### src/rtl/gpmc_bus_ctrl_pkg.sv
// Shared types and default parameters for the GPMC host-to-register-bus controller.
package gpmc_bus_ctrl_pkg;

    localparam int             DEF_ADDR_WIDTH = 16;
    localparam int             DEF_DATA_WIDTH = 16;
    localparam int             DEF_NUM_SLAVES = 4;
    localparam int             DEF_SLAVE_BITS = 2;
    localparam int             DEF_TIMEOUT    = 15;
    localparam logic [15:0]    DEF_ERR_DATA   = 16'hDEAD;

    typedef enum logic [1:0] {
        ST_IDLE     = 2'd0,
        ST_STROBE   = 2'd1,
        ST_WAIT_ACK = 2'd2,
        ST_HOLD     = 2'd3
    } state_t;

endpackage

### src/rtl/gpmc_bus_ctrl_if.sv
// Register-bus side of the controller: one-hot select, strobes, per-slave ack and read data.
interface gpmc_bus_ctrl_if #(
    parameter int ADDR_WIDTH = 16,
    parameter int DATA_WIDTH = 16,
    parameter int NUM_SLAVES = 4,
    parameter int SLAVE_BITS = 2
);
    logic [NUM_SLAVES-1:0]            slv_sel;
    logic [ADDR_WIDTH-SLAVE_BITS-1:0] slv_addr;
    logic [DATA_WIDTH-1:0]            slv_wdata;
    logic                             slv_wr;
    logic                             slv_rd;
    logic [NUM_SLAVES-1:0]            slv_ack;
    logic [NUM_SLAVES*DATA_WIDTH-1:0] slv_rdata;

    modport master (
        output slv_sel, slv_addr, slv_wdata, slv_wr, slv_rd,
        input  slv_ack, slv_rdata
    );

    modport slave (
        input  slv_sel, slv_addr, slv_wdata, slv_wr, slv_rd,
        output slv_ack, slv_rdata
    );
endinterface

### src/rtl/gpmc_bus_ctrl_addr_decode.sv
// Splits a host address into slave index, one-hot select and in-region offset (combinational).
module gpmc_addr_decode #(
    parameter int ADDR_WIDTH = 16,
    parameter int NUM_SLAVES = 4,
    parameter int SLAVE_BITS = 2
) (
    input  logic [ADDR_WIDTH-1:0]            address,
    output logic [SLAVE_BITS-1:0]            idx,
    output logic [NUM_SLAVES-1:0]            sel,
    output logic [ADDR_WIDTH-SLAVE_BITS-1:0] offset
);
    assign idx    = address[ADDR_WIDTH-1 -: SLAVE_BITS];
    assign offset = address[ADDR_WIDTH-SLAVE_BITS-1:0];

    always_comb begin
        sel      = '0;
        sel[idx] = 1'b1;
    end
endmodule

### src/rtl/gpmc_bus_ctrl.sv
// Sequences one host access per chip-select cycle onto the register bus, with ack timeout,
// read-data hold and a saturating error counter.
module gpmc_bus_ctrl
    import gpmc_bus_ctrl_pkg::*;
#(
    parameter int                    ADDR_WIDTH = DEF_ADDR_WIDTH,
    parameter int                    DATA_WIDTH = DEF_DATA_WIDTH,
    parameter int                    NUM_SLAVES = DEF_NUM_SLAVES,
    parameter int                    SLAVE_BITS = DEF_SLAVE_BITS,
    parameter int                    TIMEOUT    = DEF_TIMEOUT,
    parameter logic [DATA_WIDTH-1:0] ERR_DATA   = DEF_ERR_DATA
) (
    input  logic                  clk,
    input  logic                  reset,
    input  logic                  csn,
    input  logic                  oen,
    input  logic                  wen,
    input  logic [ADDR_WIDTH-1:0] address,
    input  logic [DATA_WIDTH-1:0] wdata,
    output logic [DATA_WIDTH-1:0] rdata,
    gpmc_bus_ctrl_if.master       bus,
    output logic                  busy,
    output logic [7:0]            err_count
);
    state_t                           state, state_nxt;
    logic [7:0]                       cnt, cnt_nxt;
    logic [DATA_WIDTH-1:0]            rdata_q;
    logic [7:0]                       err_q;
    logic [NUM_SLAVES-1:0]            sel_q;
    logic [ADDR_WIDTH-SLAVE_BITS-1:0] addr_q;
    logic [DATA_WIDTH-1:0]            wdata_q;
    logic                             dir_wr_q;
    logic [SLAVE_BITS-1:0]            idx_q;

    logic [SLAVE_BITS-1:0]            dec_idx;
    logic [NUM_SLAVES-1:0]            dec_sel;
    logic [ADDR_WIDTH-SLAVE_BITS-1:0] dec_offset;

    logic load, capture, load_err_data, err_inc, sel_ack;

    gpmc_addr_decode #(
        .ADDR_WIDTH (ADDR_WIDTH),
        .NUM_SLAVES (NUM_SLAVES),
        .SLAVE_BITS (SLAVE_BITS)
    ) u_decode (
        .address (address),
        .idx     (dec_idx),
        .sel     (dec_sel),
        .offset  (dec_offset)
    );

    assign sel_ack = bus.slv_ack[idx_q];

    // csn release is checked before ack so an ack racing an abort is dropped.
    always_comb begin
        state_nxt     = state;
        cnt_nxt       = cnt;
        load          = 1'b0;
        capture       = 1'b0;
        load_err_data = 1'b0;
        err_inc       = 1'b0;
        case (state)
            ST_IDLE: begin
                if (!csn) begin
                    if (!wen && !oen) begin
                        err_inc       = 1'b1;
                        load_err_data = 1'b1;
                        state_nxt     = ST_HOLD;
                    end else if (!wen || !oen) begin
                        load      = 1'b1;
                        state_nxt = ST_STROBE;
                    end
                end
            end
            ST_STROBE: begin
                cnt_nxt = 8'd0;
                if (csn) begin
                    state_nxt = ST_IDLE;
                end else if (sel_ack) begin
                    capture   = !dir_wr_q;
                    state_nxt = ST_HOLD;
                end else begin
                    state_nxt = ST_WAIT_ACK;
                end
            end
            ST_WAIT_ACK: begin
                cnt_nxt = cnt + 8'd1;
                if (csn) begin
                    state_nxt = ST_IDLE;
                end else if (sel_ack) begin
                    capture   = !dir_wr_q;
                    state_nxt = ST_HOLD;
                end else if (cnt_nxt == 8'(TIMEOUT)) begin
                    err_inc       = 1'b1;
                    load_err_data = !dir_wr_q;
                    state_nxt     = ST_HOLD;
                end
            end
            ST_HOLD: begin
                if (csn) state_nxt = ST_IDLE;
            end
            default: state_nxt = ST_IDLE;
        endcase
    end

    always_ff @(posedge clk or posedge reset) begin
        if (reset) begin
            state    <= ST_IDLE;
            cnt      <= 8'd0;
            rdata_q  <= '0;
            err_q    <= 8'd0;
            sel_q    <= '0;
            addr_q   <= '0;
            wdata_q  <= '0;
            dir_wr_q <= 1'b0;
            idx_q    <= '0;
        end else begin
            state <= state_nxt;
            cnt   <= cnt_nxt;
            if (load) begin
                sel_q    <= dec_sel;
                addr_q   <= dec_offset;
                wdata_q  <= wdata;
                dir_wr_q <= !wen;
                idx_q    <= dec_idx;
            end else if (state_nxt != ST_STROBE && state_nxt != ST_WAIT_ACK) begin
                sel_q <= '0;
            end
            if (load_err_data) begin
                rdata_q <= ERR_DATA;
            end else if (capture) begin
                rdata_q <= bus.slv_rdata[int'(idx_q)*DATA_WIDTH +: DATA_WIDTH];
            end
            if (err_inc && err_q != 8'hFF) err_q <= err_q + 8'd1;
        end
    end

    assign bus.slv_sel   = sel_q;
    assign bus.slv_addr  = addr_q;
    assign bus.slv_wdata = wdata_q;
    assign bus.slv_wr    = (state == ST_STROBE) &&  dir_wr_q;
    assign bus.slv_rd    = (state == ST_STROBE) && !dir_wr_q;
    assign busy          = (state != ST_IDLE);
    assign rdata         = rdata_q;
    assign err_count     = err_q;
endmodule

### src/flat_wrapper.sv
// flat-port wrapper written by rule: the top's interface ports become plain ports
module gpmc_bus_ctrl_flat import gpmc_bus_ctrl_pkg::*;
#(
    parameter int                    ADDR_WIDTH = DEF_ADDR_WIDTH,
    parameter int                    DATA_WIDTH = DEF_DATA_WIDTH,
    parameter int                    NUM_SLAVES = DEF_NUM_SLAVES,
    parameter int                    SLAVE_BITS = DEF_SLAVE_BITS,
    parameter int                    TIMEOUT    = DEF_TIMEOUT,
    parameter logic [DATA_WIDTH-1:0] ERR_DATA   = DEF_ERR_DATA
)
  (clk, reset, csn, oen, wen, address, wdata, rdata, busy, err_count, bus_slv_sel, bus_slv_addr, bus_slv_wdata, bus_slv_wr, bus_slv_rd, bus_slv_ack, bus_slv_rdata);
  gpmc_bus_ctrl_if #(.ADDR_WIDTH(ADDR_WIDTH), .DATA_WIDTH(DATA_WIDTH), .NUM_SLAVES(NUM_SLAVES), .SLAVE_BITS(SLAVE_BITS)) bus_i ();
  input  logic clk;
  input  logic reset;
  input  logic csn;
  input  logic oen;
  input  logic wen;
  input  logic [ADDR_WIDTH-1:0] address;
  input  logic [DATA_WIDTH-1:0] wdata;
  output logic [DATA_WIDTH-1:0] rdata;
  output logic busy;
  output logic [7:0] err_count;
  output wire logic [$bits(bus_i.slv_sel)-1:0] bus_slv_sel;
  output wire logic [$bits(bus_i.slv_addr)-1:0] bus_slv_addr;
  output wire logic [$bits(bus_i.slv_wdata)-1:0] bus_slv_wdata;
  output wire logic [$bits(bus_i.slv_wr)-1:0] bus_slv_wr;
  output wire logic [$bits(bus_i.slv_rd)-1:0] bus_slv_rd;
  input wire logic [$bits(bus_i.slv_ack)-1:0] bus_slv_ack;
  input wire logic [$bits(bus_i.slv_rdata)-1:0] bus_slv_rdata;
  assign bus_slv_sel = bus_i.slv_sel;
  assign bus_slv_addr = bus_i.slv_addr;
  assign bus_slv_wdata = bus_i.slv_wdata;
  assign bus_slv_wr = bus_i.slv_wr;
  assign bus_slv_rd = bus_i.slv_rd;
  assign bus_i.slv_ack = bus_slv_ack;
  assign bus_i.slv_rdata = bus_slv_rdata;
  gpmc_bus_ctrl #(.ADDR_WIDTH(ADDR_WIDTH), .DATA_WIDTH(DATA_WIDTH), .NUM_SLAVES(NUM_SLAVES), .SLAVE_BITS(SLAVE_BITS), .TIMEOUT(TIMEOUT), .ERR_DATA(ERR_DATA)) u_core (.clk(clk), .reset(reset), .csn(csn), .oen(oen), .wen(wen), .address(address), .wdata(wdata), .rdata(rdata), .bus(bus_i), .busy(busy), .err_count(err_count));
endmodule
### config.mk
export PLATFORM = sky130hd
export DESIGN_NAME = gpmc_bus_ctrl_flat
export DESIGN_NICKNAME = d
export VERILOG_FILES = /design/src/rtl/gpmc_bus_ctrl_pkg.sv /design/src/rtl/gpmc_bus_ctrl_if.sv /design/src/rtl/gpmc_bus_ctrl_addr_decode.sv /design/src/rtl/gpmc_bus_ctrl.sv /design/src/flat_wrapper.sv
export SDC_FILE = /design/constraint.sdc
export NUM_CORES = 1
export LEC_CHECK = 0
export CORE_ASPECT_RATIO = 1.1
export CORE_MARGIN = 5
export CORE_UTILIZATION = 40
export CTS_BUF_LIST = sky130_fd_sc_hd__clkbuf_8
export DETAILED_ROUTE_END_ITERATION = 7
export GPL_ROUTABILITY_DRIVEN = 0
export PLACE_DENSITY = 0.84
export SKIP_LAST_GASP = 1
export SLEW_MARGIN = 15
export SYNTH_ARGS = -nofsm -noshare
export SYNTH_HDL_FRONTEND = slang
export SYNTH_HIERARCHICAL = 1
export SYNTH_SLANG_ARGS = --single-unit
### constraint.sdc
create_clock -name clk -period 2.2 [get_ports clk]
set_clock_uncertainty 0.2 [all_clocks]
set_input_delay 0.44 -clock clk [delete_from_list [all_inputs] [get_ports clk]]
set_output_delay 0.44 -clock clk [all_outputs]
set_load 0.01 [all_outputs]
### Word-level counts from Yosys, hierarchy flattened

Index checks and enable logic that the tools add are counted.

* flip-flop bits (word level): 71
* input port bits: 105
* output and inout bits: 61

* $add $sub $neg: 2
* order comparisons: 3
* equality and inequality tests: 7
* shift-type cells: 1
* mux-type cells: 36
* reductions and logical operators: 16

Operators by type and width (number)
* $shiftx 64x7->16: 1
* $mux 16: 2
* $mux 1: 18
* $add 8x1->8 const B: 2
* $mux 2: 8
* $pmux 8 s2: 1
* $eq 8x4->1 const B: 1
* $mux 4: 2
* $ne 8x8->1 const B: 1
* $pmux 2 s4: 1
* $reduce_bool 2->1: 4
* $logic_and 1x1->1: 6
* $lt 2x3->1 const B: 2
* $eq 2x2->1 const B: 2
* $pmux 1 s2: 2
* $logic_not 1->1: 3
* $bmux 1 s2: 1
* $demux 1 s2: 1
* $eq 2x1->1 const B: 1
* $ge 2x1->1 const B: 1
* $logic_not 2->1: 1
* $ne 2x1->1 const B: 1
* $ne 2x2->1 const B: 1
* $reduce_or 2->1: 1
* $logic_or 1x1->1: 1

### Longest topological paths before layout

* depth in word-level cells: 10
* depth in mapped cells: 10
* gate-level depth less buffers: 8

### Cells and area by module

The synthesis kept the hierarchy.

By module, submodules not included
* gpmc_bus_ctrl: instances 1, cells each 329, area each 3769.9 um2
* gpmc_addr_decode: instances 1, cells each 20, area each 146.4 um2

### Least setup slack after synthesis

No wires, ideal clock.

* path type: reg2reg
* start: register u_core.state[1]
* end: register u_core.wdata_q[15], in the netlist u_core/bus.slv_wdata[15]
* arrival time: 2.049 ns
* setup slack: -0.174 ns
* cell stages (with the launch flop): 10
* path buffers: 3
* period minus slack after synthesis: 2.374 ns
* cells stage by stage: dfrtp_1 > inv_1 > ha_1 > buf_2 > inv_1 > nor2_1 > and2_1 > buf_2 > buf_1 > mux2_2

* longest elaborated chain between the ends: 2

RTL lines
* start: declaration: RTL line gpmc_bus_ctrl.sv:25 `state_t state, state_nxt;`
* start signal: assignment: RTL line gpmc_bus_ctrl.sv:118 `state <= state_nxt;`
* $logic_not 2->1: RTL line gpmc_bus_ctrl.sv:62 `case (state)`
* $mux 1: RTL line gpmc_bus_ctrl.sv:62
* end signal: assignment: RTL line gpmc_bus_ctrl.sv:123 `wdata_q <= wdata;`
* end: declaration: RTL line gpmc_bus_ctrl.sv:31 `logic [DATA_WIDTH-1:0] wdata_q;`

Every way passes these cells.
A chain may end at the register's enable or synchronous reset.

### Final worst setup path

* start: input bus_slv_ack[1]
* end: register u_core.rdata_q[7], in the netlist u_core/rdata[7]

* longest elaborated chain between the ends: 6

RTL lines
* start: declaration: RTL line flat_wrapper.sv:28 `input wire logic [$bits(bus_i.slv_ack)-1:0] bus_slv_ack;`
* $bmux 1 s2 *: RTL line gpmc_bus_ctrl.sv:52 `assign sel_ack = bus.slv_ack[idx_q];`
* $mux 1 (not written as such) *: RTL line gpmc_bus_ctrl.sv:52
* $mux 1 (on tied branches): RTL line gpmc_bus_ctrl.sv:90, gpmc_bus_ctrl.sv:79
* $mux 1: RTL line gpmc_bus_ctrl.sv:88 `if (csn) begin`
* $pmux 1 s2 / $mux 1 (equally long branches)
* $mux 16 / $reduce_bool 2->1 (equally long branches)
* end signal: assignment: RTL line gpmc_bus_ctrl.sv:132 `rdata_q <= bus.slv_rdata[int'(idx_q)*DATA_WIDTH +: DATA_WIDTH];`
* end: declaration: RTL line gpmc_bus_ctrl.sv:27 `logic [DATA_WIDTH-1:0] rdata_q;`

Every way passes the cells marked *; elsewhere a longest branch is shown, timed or not. The select of a mux whose other input is x is not followed.

==> flow_summary.yaml <==
logic_synthesis:
  synth_top_area_frac: 0.4537
  yosys-top-cells-area: "dfrtp_1, mux2_2, mux4_2, nand2_1, mux4_1"
  synth_ff_type: "dfrtp_1"
  synth-seq-cells: 71
  ys_types: 46
  async_flop_share: 1.000
  syn-cell-area_um2: 3916
  synth-seq-area-share: 0.4537
  syn_inst: 349
  yosysTopAreaCell: "dfrtp_1"
  synth_edf_count: 0
  yosys_warnings: 6
  synth_fp_nets: 463
  syn_avg_cell_area_um2: 11.22
clock_network:
  cts_tree: "done"
  ctsLongestPathBuffers: 2
  htree_levels: 3
  clkLatencyLatePin_ps: 340
  cts.sinks: 71
  cts_root_buf: "clkbuf_8"
  ctsHoldBuffers: 0
  path_clk_slew_ps: 80
  numCtsBuffers: 9
route:
  ant_nets: 0
  num_vias: 3287
  wl_met3_um: 858
  met1Wirelength_mm: 4.179
  top_layer_used: "met4"
  wl_per_cell_um: 15.91
  drc: 0
  wl_met2_mm: 4.893
  post_drt_via_cell_ratio: 5.120
  first_pass_iters: 4
  initialDrtViolationCount: 198
  totalWireLength_mm: 10.21
setup_path:
  worst-path-buf-inv: 3
  max_stage_delay_ps: 520
  startpoint_type: "primary input"
  crit_slowest_cell: "mux4_2"
  startpoint: "bus_slv_ack[1]"
  path_cells: "clkdlybuf4s50_1 -> mux4_2 -> buf_6 -> o41a_4 -> clkbuf_16 -> nand3_2"
  crit_family: "buffers and inverters"
  crit_arrival_ps: 2270
  rr_endpoint: "u_core/rdata[7]"
  rr_startpoint: "u_core/idx_q[0]"
  crit_fanout: 8
  cp_data_required_time_ps: 2270
  timing.reg2reg.setup_slack_ps: 40
  worst-path-stages: 6
  critical_path_class: "in -> reg"
  endpoint: "u_core/rdata[7]"
  r2r_cells: 5
  cp-end-kind: "register"
sta:
  setup_violations: 0
  slew_headroom: 0.6390
  finalCritPeriodShare: 0.9968
  rsz0062_at_grt: "true"
  fmax_mhz: 456.0
  min_period_ps: 2193
  hold_viol: 0
  slew_viol_final: 0
  setup_slack_ps: 7.050
  tightestPinTransition_ps: 541.6
die:
  rows: 37
  ios: 166
  dieArea_um2: 11870
  die_h_um: 113.8
  initial_core_util: 0.4147
  core_area_um2: 9444
  die_w_um: 104.3
pwr:
  power.switching_mw: 2.299
  power_frac_comb: 0.507
  total_power_mw: 6.944
  p_leak_nw: 2.593
  seq_power_share: 0.310
  power_frac_clock: 0.183
  switching_share: 0.3311
  p_int_mw: 4.645
  ir_worst_vdd_mv: 0.6522
  p_per_area_nw_per_um2: 1141
grt:
  grt_pass1_wl_mm: 16.51
  first_global_vias: 3456
  antenna_found_initial: 0
  grt_max_degree: 72
  grt_overflow: 0
  track_usage: 0.1705
cells_and_area:
  layout-drive-gt1-share: 0.2114
  final_cell_mix: "clkdlybuf4s50_1, dfrtp_1, nand2_1"
  fin_nets: 634
  antenna_cells: 0
  layout_commonest_cell: "clkdlybuf4s50_1"
  final_cell_area_um2: 6086
  layout.cells.non_filler: 642
  final_util: 0.6444
  syn2layout_area_growth_pct: 55.40
worst_hold_path:
  hold_path.class: "reg -> reg"
placed_design:
  dp_slack_ps: -451.1
  hpwl_mm: 7.831
  dpl_cell_area_um2: 5736
  port_buffers: 165
  place_inst: 621
job:
  drv_cap: 0
run_status:
  outcome: "finished, final reports clean"
-- layout make-up --
class                   count  area, um^2
clock inverters             6       107.6
repair buffers            195        1953
inverters                  14       56.30
multi-input cells         229        1908
fillers                   736        3358
clock buffers              10       137.6
well taps                 117       146.4
flip-flops and latches     71        1777
-- flip-flops by register name, summed over array words and instances (netlist names), 2 cells and up --
register	count
u_core/bus.slv_wdata	16
u_core/err_count	8
u_core/bus.slv_addr	14
u_core/rdata	16
u_core/idx_q	2
u_core/state	2
u_core/cnt	8
u_core/bus.slv_sel	4
-- worst min path at each step --
| stage | slack (ps) | endpoint | depth (start not counted) | startpoint |
|---|---|---|---|---|
| floorplan | 260 | u_core/cnt[7] | 1 | u_core/cnt[7] |
| global placement | 270 | u_core/cnt[7] | 1 | u_core/cnt[7] |
| detailed placement | 280 | u_core/rdata[0] | 2 | u_core/rdata[0] |
| CTS | 300 | u_core/rdata[0] | 2 | u_core/rdata[0] |
| global route | 320 | u_core/err_count[5] | 1 | u_core/err_count[5] |
| finish | 290 | u_core/rdata[0] | 2 | u_core/rdata[0] |
-- power groups by stage --
| stage | clock, mW | combinational, mW | sequential [mW] |
|---|---|---|---|
| after floorplan | 0 | 1.65 | 2.37 |
| after global placement | 0 | 3.41 | 2.15 |
| after detailed placement | 0 | 3.50 | 2.18 |
| after CTS | 1.30 | 3.50 | 2.16 |
| after global routing | 1.37 | 3.84 | 2.22 |
| final | 1.27 | 3.52 | 2.15 |
-- cells in the mapped netlist (9+ instances only) --
library cell  number
o21ai_0           17
inv_1             14
mux4_2            11
ha_1               9
buf_4             16
a21oi_1           10
nor2_1            18
nand3_1           10
dfrtp_1           71
clkbuf_1           9
mux2_2            32
nand2_1           49
nand3_2           10
-- cells by family after synthesis --
group,Yosys count,synth area share
multiplexers,50,0.1984
AND/OR/NAND/NOR,112,0.1467
buffers and inverters,49,0.06965
XOR/XNOR,6,0.01342
AO/OA/AOI/OAI,52,0.08946
adder cells (fa/ha/maj),9,0.02875
flip-flops,71,0.4537
-- metal layers --
metal  track usage  vias up
met3       0.05433       19
li1              -     1565
met1        0.2054     1548
met4       0.07340        0
met2        0.2814      155
met5             0        -
-- worst min-delay path: cells and delay by family (launching register included) --
| family | cells | cell delay (ps) |
|---|---|---|
| flops | 1 | 350 |
| simple gates | 2 | 120 |
-- what timing repair did --
action                                  CTS  global route
gates resized for setup                   6             9
cloned                                    0             2
endpoints found under the setup margin   26            26
pin swaps                                 2             3
buffers inserted                          0             3
-- through the flow --
stage / setup TNS (ps) / hold WS (ps)
global placement: -12620 / 272.1
finish: 0 / 294.1
detailed placement: -16010 / 279.1
CTS: 0 / 297.4
floorplan: 0 / 255.5
global route: -249.5 / 324.2
Note: power is estimated with default switching activity, not from simulation.
